===== config.mk =====
export PLATFORM = sky130hd
export DESIGN_NAME = wb_master_initiator
export DESIGN_NICKNAME = d
export VERILOG_FILES = /design/src/rtl/wb_pkg.sv /design/src/rtl/wb_init_watchdog.sv /design/src/rtl/wb_master_initiator.sv
export SDC_FILE = /design/constraint.sdc
export NUM_CORES = 1
export LEC_CHECK = 0
export ABC_CLOCK_PERIOD_IN_PS = 2100
export CAP_MARGIN = 20
export CELL_PAD_IN_SITES_DETAIL_PLACEMENT = 0
export CELL_PAD_IN_SITES_GLOBAL_PLACEMENT = 1
export CORE_MARGIN = 2
export CORE_UTILIZATION = 33
export CTS_BUF_LIST = sky130_fd_sc_hd__clkbuf_8
export CTS_CLUSTER_DIAMETER = 200
export DETAILED_ROUTE_END_ITERATION = 7
export PLACE_DENSITY_LB_ADDON = 0.1
export SLEW_MARGIN = 40
export SYNTH_ARGS = -nofsm -noshare
export SYNTH_HDL_FRONTEND = slang
export SYNTH_SLANG_ARGS = --single-unit
export TNS_END_PERCENT = 30

===== constraint.sdc =====
create_clock -name wb_clk_i -period 2.1 [get_ports wb_clk_i]
set_clock_uncertainty 0.05 [all_clocks]
set_input_delay 0.315 -clock wb_clk_i [delete_from_list [all_inputs] [get_ports wb_clk_i]]
set_output_delay 0.315 -clock wb_clk_i [all_outputs]
set_load 0.05 [all_outputs]

===== src/rtl/wb_pkg.sv =====
// Shared Wishbone initiator types: FSM states, response codes and the PWM timer
// address map used by both this master and the bus-splitter decode.
package wb_pkg;

    typedef enum logic [1:0] {
        IDLE = 2'd0,
        BUS  = 2'd1,
        RESP = 2'd2
    } wb_state_e;

    localparam int unsigned RSP_CODE_W = 2;

    localparam logic [RSP_CODE_W-1:0] RSP_OK  = 2'd0;
    localparam logic [RSP_CODE_W-1:0] RSP_ERR = 2'd1;
    localparam logic [RSP_CODE_W-1:0] RSP_TMO = 2'd2;

    // EF_TMR32_WB PWM timer instances, one 64 KiB window each
    localparam logic [31:0] PWM0_BASE   = 32'h3000_0000;
    localparam logic [31:0] PWM1_BASE   = 32'h3001_0000;
    localparam logic [31:0] PWM2_BASE   = 32'h3002_0000;
    localparam logic [31:0] PWM3_BASE   = 32'h3003_0000;
    localparam logic [31:0] PWM_WIN_MSK = 32'hFFFF_0000;

    function automatic logic is_pwm_adr(input logic [31:0] adr);
        logic [31:0] w_win;
        w_win = adr & PWM_WIN_MSK;
        return (w_win == PWM0_BASE) || (w_win == PWM1_BASE) ||
               (w_win == PWM2_BASE) || (w_win == PWM3_BASE);
    endfunction

endpackage


===== src/rtl/wb_init_watchdog.sv =====
// Bus-cycle watchdog: counts cycles while enabled and flags the last allowed
// cycle. Disabled entirely (expire stuck low) when TIMEOUT is 0.
module wb_init_watchdog #(
    parameter int unsigned TIMEOUT = 255
) (
    input  logic clk,
    input  logic rst_n,
    input  logic i_clr,
    input  logic i_en,
    output logic o_expire_c
);

    generate
        if (TIMEOUT == 0) begin : g_off
            logic w_unused;
            assign w_unused   = ^{clk, rst_n, i_clr, i_en};
            assign o_expire_c = 1'b0;
        end else begin : g_on
            localparam int unsigned TW = (TIMEOUT > 1) ? $clog2(TIMEOUT) : 1;
            localparam logic [TW-1:0] LAST = TW'(TIMEOUT - 1);

            logic [TW-1:0] r_cnt;

            // Holds at LAST so the count can never wrap back into range
            always_ff @(posedge clk or negedge rst_n) begin
                if (!rst_n) begin
                    r_cnt <= '0;
                end else if (i_clr) begin
                    r_cnt <= '0;
                end else if (i_en && (r_cnt != LAST)) begin
                    r_cnt <= r_cnt + TW'(1);
                end
            end

            assign o_expire_c = i_en && (r_cnt == LAST);
        end
    endgenerate

endmodule


===== src/rtl/wb_master_initiator.sv =====
// Single-outstanding Wishbone classic master: valid/ready request in, one bus
// cycle with watchdog, valid/ready response out, saturating error counter.
module wb_master_initiator
    import wb_pkg::*;
#(
    parameter int unsigned AW      = 32,
    parameter int unsigned DW      = 32,
    parameter int unsigned TIMEOUT = 255,
    parameter int unsigned ECW     = 8
) (
    input  logic            wb_clk_i,
    input  logic            wb_rst_ni,

    input  logic            req_valid_i,
    output logic            req_ready_o,
    input  logic            req_we_i,
    input  logic [AW-1:0]   req_adr_i,
    input  logic [DW-1:0]   req_dat_i,
    input  logic [DW/8-1:0] req_sel_i,

    output logic            rsp_valid_o,
    input  logic            rsp_ready_i,
    output logic [DW-1:0]   rsp_dat_o,
    output logic            rsp_err_o,
    output logic            rsp_timeout_o,

    output logic            m_wb_cyc_o,
    output logic            m_wb_stb_o,
    output logic            m_wb_we_o,
    output logic [AW-1:0]   m_wb_adr_o,
    output logic [DW-1:0]   m_wb_dat_o,
    output logic [DW/8-1:0] m_wb_sel_o,
    input  logic [DW-1:0]   m_wb_dat_i,
    input  logic            m_wb_ack_i,
    input  logic            m_wb_err_i,

    output logic            busy_o,
    output logic [ECW-1:0]  err_cnt_o
);

    localparam int unsigned SW = DW / 8;

    wb_state_e             r_state;
    logic                  r_cyc;
    logic                  r_stb;
    logic                  r_we;
    logic [AW-1:0]         r_adr;
    logic [DW-1:0]         r_dat;
    logic [SW-1:0]         r_sel;
    logic                  r_rsp_valid;
    logic [DW-1:0]         r_rsp_dat;
    logic                  r_rsp_err;
    logic                  r_rsp_timeout;
    logic [ECW-1:0]        r_err_cnt;

    logic                  w_expire;
    logic                  w_term;
    logic [RSP_CODE_W-1:0] w_code;

    wb_init_watchdog #(
        .TIMEOUT    (TIMEOUT)
    ) u_watchdog (
        .clk        (wb_clk_i),
        .rst_n      (wb_rst_ni),
        .i_clr      (r_state != BUS),
        .i_en       (r_state == BUS),
        .o_expire_c (w_expire)
    );

    // Termination priority: err beats ack, ack beats the watchdog
    always_comb begin
        w_code = RSP_OK;
        if (m_wb_err_i) begin
            w_code = RSP_ERR;
        end else if (m_wb_ack_i) begin
            w_code = RSP_OK;
        end else if (w_expire) begin
            w_code = RSP_TMO;
        end
    end

    assign w_term = m_wb_ack_i || m_wb_err_i || w_expire;

    always_ff @(posedge wb_clk_i or negedge wb_rst_ni) begin
        if (!wb_rst_ni) begin
            r_state       <= IDLE;
            r_cyc         <= 1'b0;
            r_stb         <= 1'b0;
            r_we          <= 1'b0;
            r_adr         <= '0;
            r_dat         <= '0;
            r_sel         <= '0;
            r_rsp_valid   <= 1'b0;
            r_rsp_dat     <= '0;
            r_rsp_err     <= 1'b0;
            r_rsp_timeout <= 1'b0;
            r_err_cnt     <= '0;
        end else begin
            case (r_state)
                IDLE: begin
                    if (req_valid_i) begin
                        r_cyc   <= 1'b1;
                        r_stb   <= 1'b1;
                        r_we    <= req_we_i;
                        r_adr   <= req_adr_i;
                        r_dat   <= req_we_i ? req_dat_i : '0;
                        r_sel   <= req_sel_i;
                        r_state <= BUS;
                    end
                end
                BUS: begin
                    if (w_term) begin
                        r_cyc         <= 1'b0;
                        r_stb         <= 1'b0;
                        r_we          <= 1'b0;
                        r_adr         <= '0;
                        r_dat         <= '0;
                        r_sel         <= '0;
                        r_rsp_valid   <= 1'b1;
                        r_rsp_err     <= (w_code != RSP_OK);
                        r_rsp_timeout <= (w_code == RSP_TMO);
                        r_rsp_dat     <= ((w_code == RSP_OK) && !r_we) ? m_wb_dat_i : '0;
                        if ((w_code != RSP_OK) && (r_err_cnt != '1)) begin
                            r_err_cnt <= r_err_cnt + ECW'(1);
                        end
                        r_state       <= RESP;
                    end
                end
                RESP: begin
                    if (rsp_ready_i) begin
                        r_rsp_valid   <= 1'b0;
                        r_rsp_dat     <= '0;
                        r_rsp_err     <= 1'b0;
                        r_rsp_timeout <= 1'b0;
                        r_state       <= IDLE;
                    end
                end
                default: begin
                    r_state <= IDLE;
                end
            endcase
        end
    end

    assign req_ready_o   = (r_state == IDLE);
    assign busy_o        = (r_state != IDLE);

    assign m_wb_cyc_o    = r_cyc;
    assign m_wb_stb_o    = r_stb;
    assign m_wb_we_o     = r_we;
    assign m_wb_adr_o    = r_adr;
    assign m_wb_dat_o    = r_dat;
    assign m_wb_sel_o    = r_sel;

    assign rsp_valid_o   = r_rsp_valid;
    assign rsp_dat_o     = r_rsp_dat;
    assign rsp_err_o     = r_rsp_err;
    assign rsp_timeout_o = r_rsp_timeout;
    assign err_cnt_o     = r_err_cnt;

endmodule


==> results.json, run 1 <==
{
  "outcome": "complete, no violations",
  "grt_first_pass_wirelength_um": 20700,
  "die_x_um": 125,
  "core-area_mm2": 0.0144,
  "worst-setup-path-type": "flip-flop to primary output",
  "synth_warnings": 0,
  "top_level_ports": 223,
  "tns_ns": 0,
  "ys_types": 47,
  "critical-path-top-delay-family": "buffers and inverters",
  "viasPerCell": 4.84,
  "ys_ff_latch": 123,
  "async_flop_share_pct": 100,
  "final_hold_viol_count": 0,
  "slew_violations": 0,
  "crit_path_max_fanout": 4,
  "critPathLaunchType": "flip-flop",
  "total_power_w": 0.0128,
  "crit_arrival_ns": 1.64,
  "detail_route.wl_per_cell_um": 17.1,
  "synth_top_cell_area_share_pct": 64.0,
  "post-synth-top-count-cell": "dfrtp_1",
  "syn_to_final_growth_pct": 56.2,
  "gp_congestion": 0.743,
  "avgSynthCellArea_um2": 14.5,
  "synth_edf_count": 0,
  "worstSetupEndpointType": "primary output",
  "powerDensity_mw_per_mm2": 1710,
  "cellLeakagePower_nw": 3.37,
  "fmax_mhz": 498,
  "grt.total_usage_pct": 16.9,
  "syn_area_mm2": 0.00481,
  "synthesis.nets": 442,
  "die_h_um": 125,
  "drtAntennaViolNets": 0,
  "worstMarginPinSlew_ns": 0.750,
  "drive_above_1_share_pct": 8.98,
  "synthAdderAreaFrac_pct": 0.781,
  "synth-seq-area-share_pct": 64.0,
  "grt_overflow_total": 0,
  "synthFlopType": "dfrtp_1",
  "netlist_instances": 332,
  "fill_cells": 1251,
  "h-tree-depth": 4,
  "drtIter0Drc": 257,
  "ir_drop_uv": 818,
  "vias": 3637,
  "synth_top_family_by_area": "compound AO/OA/AOI/OAI gates",
  "r2r_setup_slack_ns": 0.17,
  "wirelength_um": 12800,
  "period_share_pct": 95.6,
  "grt_pass1_vias": 3811,
  "initial_utilization_pct": 33.4,
  "fin_crit_ns": 2.01,
  "numCtsBuffers": 17,
  "cts.reportedPaths.clkPinSlew_ns": 0.07,
  "required_ns": 1.74,
  "hold_class": "input pin to flip-flop",
  "synth_xor_area_share_pct": 1.64,
  "slowest_delay_ns": 0.83,
  "synth.area.mux_share_pct": 0.443,
  "clkLatencyLatePin_ns": 0.43,
  "synth-compound-area-share_pct": 20.3,
  "cts_setup_buffers": 0,
  "setup-violations-final": 0,
  "cap_violations": 0,
  "route.detailed.drc": 0,
  "antenna_found_initial": 0,
  "dieArea_mm2": 0.0155,
  "yosys-top-cells-area": "dfrtp_1 (64%), a22o_1 (18%), buf_8 (2.2%), clkbuf_8 (1.7%), nor2_1 (1.2%)",
  "grt_max_degree": 124,
  "cts_root_buf": "clkbuf_8",
  "maxSlewHeadroom_pct": 50.0,
  "port_buffers": 222,
  "cts_tree": "built",
  "dpl.hpwl_um": 8730,
  "yosys-top-cells-count": "dfrtp_1 (123), a22o_1 (100), nor2_1 (15), buf_8 (7), nand2_1 (7)",
  "first_pass_iters": 4,
  "cp_slowest_cell": "clkdlybuf4s50_1",
  "cp_num_buf_inv": 1,
  "synthSimpleGateAreaFrac_pct": 6.80,
  "clock_path_buffers": 2,
  "cp_cell_sequence": "clkdlybuf4s50_1",
  "yosysTopAreaCell": "dfrtp_1",
  "num_rows": 44,
  "final_nets": 666,
  "clock_sinks": 123,
  "rsz0062_at_grt": "false",
  "n_antenna_cell": 0
}
cell type report:
class | instances | area (um^2) | area share, %
clock inverters | 9 | 95.1 | 1.27
well taps | 184 | 230 | 3.07
repair buffers | 229 | 2340 | 31.2
flip-flops and latches | 123 | 3080 | 41.0
multi-input cells | 180 | 1440 | 19.2
clock buffers | 22 | 303 | 4.03
inverters | 5 | 18.8 | 0.250
registers in the layout, indices dropped and copies added, names as in the netlist:
name                   cells
m_wb_sel_o                 4
m_wb_stb_o                 1
rsp_timeout_o              1
r_state                    2
rsp_err_o                  1
m_wb_adr_o                32
u_watchdog.g_on.r_cnt      8
m_wb_dat_o                32
rsp_valid_o                1
err_cnt_o                  8
m_wb_we_o                  1
rsp_dat_o                 32
repair_timing:
action / CTS / global route
gates resized for setup: 2 / 4
hold buffers: 1 / 0
endpoints found under the hold margin: 123 / 0
endpoints found under the setup margin: 2 / 4
layout by cell type (no fill, tap or decap), types with 5 or more instances in the layout:
master	n
clkbuf_8	22
clkdlybuf4s50_1	213
inv_1	7
xnor2_1	6
nor2_1	15
buf_12	5
a22o_1	100
dfrtp_1	123
nand2_1	7
cells by family after synthesis:
| group | count (synthesis) |
|---|---|
| DFF | 123 |
| AOI/OAI and AO/OA | 115 |
| and+or+nand+nor | 51 |
| buffers and inverters | 29 |
| xor gates and xnor gates | 9 |
| adders and majority gates | 3 |
| muxes | 2 |
worst paths after layout:
| check | from | end | cells after the start |
|---|---|---|---|
| max | err_cnt_o[1]$_DFFE_PN0P_ | err_cnt_o[1] | 1 |
| min | m_wb_dat_i[26] | rsp_dat_o[26]$_DFFE_PN0P_ | 2 |
| max reg2reg | u_watchdog.g_on.r_cnt[0]$_DFFE_PN0P_ | rsp_dat_o[3]$_DFFE_PN0P_ | 7 |
| min reg2reg | err_cnt_o[5]$_DFFE_PN0P_ | err_cnt_o[5]$_DFFE_PN0P_ | 1 |
| max in group asynchronous | wb_rst_ni | m_wb_adr_o[5]$_DFFE_PN0P_ | 3 |
| min in group asynchronous | wb_rst_ni | err_cnt_o[6]$_DFFE_PN0P_ | 3 |
metal layers:
| layer | global-route usage [%] | up-vias | routed length, um | part of all wire, % |
|---|---|---|---|---|
| li1 | - | 1692 | - | - |
| met1 | 20.9 | 1808 | 5480 | 43 |
| met2 | 26.4 | 126 | 6110 | 48 |
| met3 | 7.65 | 11 | 1090 | 8.5 |
| met4 | 5.29 | 0 | 152 | 1.2 |
| met5 | 0 | - | 0 | 0 |
per-stage QoR:
step	hold WS (ns)	setup slack [ns]	area, um^2	cells	utilization [%]
final	0.430	0.0920	7510	752	52.2
after global routing	0.402	0.00249	7510	752	52.2
after CTS	0.394	0.00108	7500	752	52.2
after detailed placement	0.427	0.133	7090	720	49.3
after global placement	0.412	0.155	7090	720	49.3
after floorplan	-0.0306	0.113	4810	332	-
report_power, final:
group          internal [W]  switching, W
sequential          0.00323      0.000529
clock               0.00119      0.000902
combinational       0.00247       0.00451
Power figures use the tool's default switching activity.
==> run 2, diff against run 1 <==
--- a/config.mk
+++ b/config.mk
@@ -10,8 +10,8 @@
 export CELL_PAD_IN_SITES_DETAIL_PLACEMENT = 0
 export CELL_PAD_IN_SITES_GLOBAL_PLACEMENT = 1
 export CORE_MARGIN = 2
-export CORE_UTILIZATION = 33
-export CTS_BUF_LIST = sky130_fd_sc_hd__clkbuf_8
+export CORE_UTILIZATION = 32
+export CTS_BUF_LIST = sky130_fd_sc_hd__clkbuf_16
 export CTS_CLUSTER_DIAMETER = 200
 export DETAILED_ROUTE_END_ITERATION = 7
 export PLACE_DENSITY_LB_ADDON = 0.1
==> run 2 against run 1 <==
Compared with the run above:
- cell count is 0.53% higher
- clock-buffer cell count is 5 lower
- design area is 2.9% higher
- utilization is 0.69 points higher
- routed wire length is 2.0% higher
- fmax is 1.2% lower
- via count is 1.3% lower
- critical path depth stayed put
- highest routed layer unchanged
==> results.json, run 2 (synthesis results as in run 1) <==
{
  "final_hold_viol_count": 0,
  "critical-path-top-delay-family": "buffers and inverters",
  "syn_to_final_growth_pct": 60.7,
  "vias": 3590,
  "reg2reg_depth": 7,
  "worstMarginPinSlew_ns": 0.700,
  "cts_root_buf": "clkbuf_16",
  "cts_setup_buffers": 0,
  "cts.reportedPaths.clkPinSlew_ns": 0.06,
  "cp_num_buf_inv": 1,
  "worstSetupEndpointType": "primary output",
  "gp_congestion": 0.731,
  "outcome": "complete, no violations",
  "detail_route.wl_per_cell_um": 17.3,
  "viasPerCell": 4.75,
  "slowest_delay_ns": 0.83,
  "wirelength_um": 13100,
  "hold_class": "input pin to async pin",
  "hold-worst-slack_ns": 0.310,
  "tns_ns": 0,
  "initial_utilization_pct": 32.9,
  "fin_crit_ns": 2.03,
  "powerDensity_mw_per_mm2": 1760,
  "finalNonFillerCells": 756,
  "grt_max_degree": 41,
  "clock_sinks": 123,
  "top_level_ports": 223,
  "cellLeakagePower_nw": 3.42,
  "cp.depth": 1,
  "total_power_w": 0.0136,
  "rsz0062_at_grt": "false",
  "port_buffers": 222,
  "clock_path_buffers": 2,
  "maxSlewHeadroom_pct": 53.3,
  "antenna_found_initial": 0,
  "die_x_um": 127,
  "cts_tree": "built",
  "h-tree-depth": 4,
  "grt_pass1_vias": 3893,
  "core-area_mm2": 0.0146,
  "worstReg2RegStart": "u_watchdog.g_on.r_cnt[0]$_DFFE_PN0P_",
  "slew_violations": 0,
  "final_nets": 669,
  "crit_path_max_fanout": 4,
  "fmax_mhz": 492,
  "ir_drop_uv": 751,
  "route.detailed.drc": 0,
  "critPathLaunchType": "flip-flop",
  "numCtsBuffers": 17,
  "crit_start": "err_cnt_o[7]$_DFFE_PN0P_",
  "setup-violations-final": 0,
  "cp_slowest_cell": "clkdlybuf4s50_1",
  "fin_util_pct": 52.9,
  "reg2reg_to": "u_watchdog.g_on.r_cnt[7]$_DFFE_PN0P_",
  "crit_arrival_ns": 1.67,
  "n_antenna_cell": 0,
  "layout_common_cells": "clkdlybuf4s50_1 (217), dfrtp_1 (123), a22o_1 (100)",
  "grt.total_usage_pct": 16.8,
  "cap_violations": 0,
  "drtIter0Drc": 161,
  "grt_overflow_total": 0,
  "clkLatencyLatePin_ns": 0.41,
  "placed_cells": 723,
  "first_pass_iters": 4,
  "die_h_um": 127,
  "r2r_setup_slack_ns": 0.19,
  "drtAntennaViolNets": 0,
  "dieArea_mm2": 0.0160,
  "num_rows": 44,
  "grt_first_pass_wirelength_um": 20900,
  "drive_above_1_share_pct": 9.09,
  "cp_cell_sequence": "clkdlybuf4s50_1",
  "dpl.hpwl_um": 9300,
  "worst-setup-path-type": "flip-flop to primary output",
  "required_ns": 1.74,
  "period_share_pct": 96.8,
  "layout_commonest_cell": "clkdlybuf4s50_1"
}
==> run 2: cell types whose count changed in the layout (fill, tap and decap cells not counted), moves of 2 or more <==
cell / delta
clkdlybuf4s50_1: +4
dlymetal6s2s_1: -3
clkinv_4: +2
clkbuf_8: -22
clkbuf_16: +17
clkinv_1: +3
==> run 2: through the flow <==
step,setup slack (ns),cell area (um^2)
after detailed placement,0.119,7130
after global routing,0.0104,7720
after floorplan,0.113,4810
final,0.0667,7720
after global placement,0.153,7130
after CTS,0.0269,7720
==> run 2: routing by layer <==
layer	wire [um]	GRT usage [%]	vias up
met2	6470	27.2	111
met5	0	0	-
met4	165	5.24	0
met1	5520	20.4	1765
li1	-	-	1699
met3	925	7.30	15
==> run 2: area by class of cell <==
class	instances	area (um^2)
Clock buffer	17	425
Clock inverter	15	158
Fill cell	1263	6870
Inverter	5	18.8
Multi-Input combinational cell	180	1440
Sequential cell	123	3080
Tap cell	184	230
Timing Repair Buffer	232	2370
==> run 2: worst max-delay path by stage <==
stage                               endpoint  slack, ns
finish                          err_cnt_o[7]       0.07
global route                    err_cnt_o[7]       0.01
CTS                             err_cnt_o[7]       0.03
detailed placement  err_cnt_o[1]$_DFFE_PN0P_       0.12
global placement    err_cnt_o[1]$_DFFE_PN0P_       0.15
floorplan                             busy_o       0.11
==> run 2: where the power goes <==
part	internal (W)	switching [W]
logic	0.00246	0.00451
registers	0.00324	0.000540
clock network	0.00184	0.00104
total	0.00754	0.00609
==> run 2: worst reg2reg max path, stage by stage, from the launching register on <==
cell     delay [ns]
dfrtp_1        0.37
inv_1          0.08
ha_1           0.19
nand3_1        0.15
or2_4          0.19
nand4_1        0.20
or3_2          0.46
a21oi_1        0.14
==> run 2: what timing repair did <==
action | 4_1_cts | 5_1_grt
hold buffers | 1 | 0
gates resized for setup | 2 | 1
endpoints found under the hold margin | 22 | 0
endpoints found under the setup margin | 2 | 1
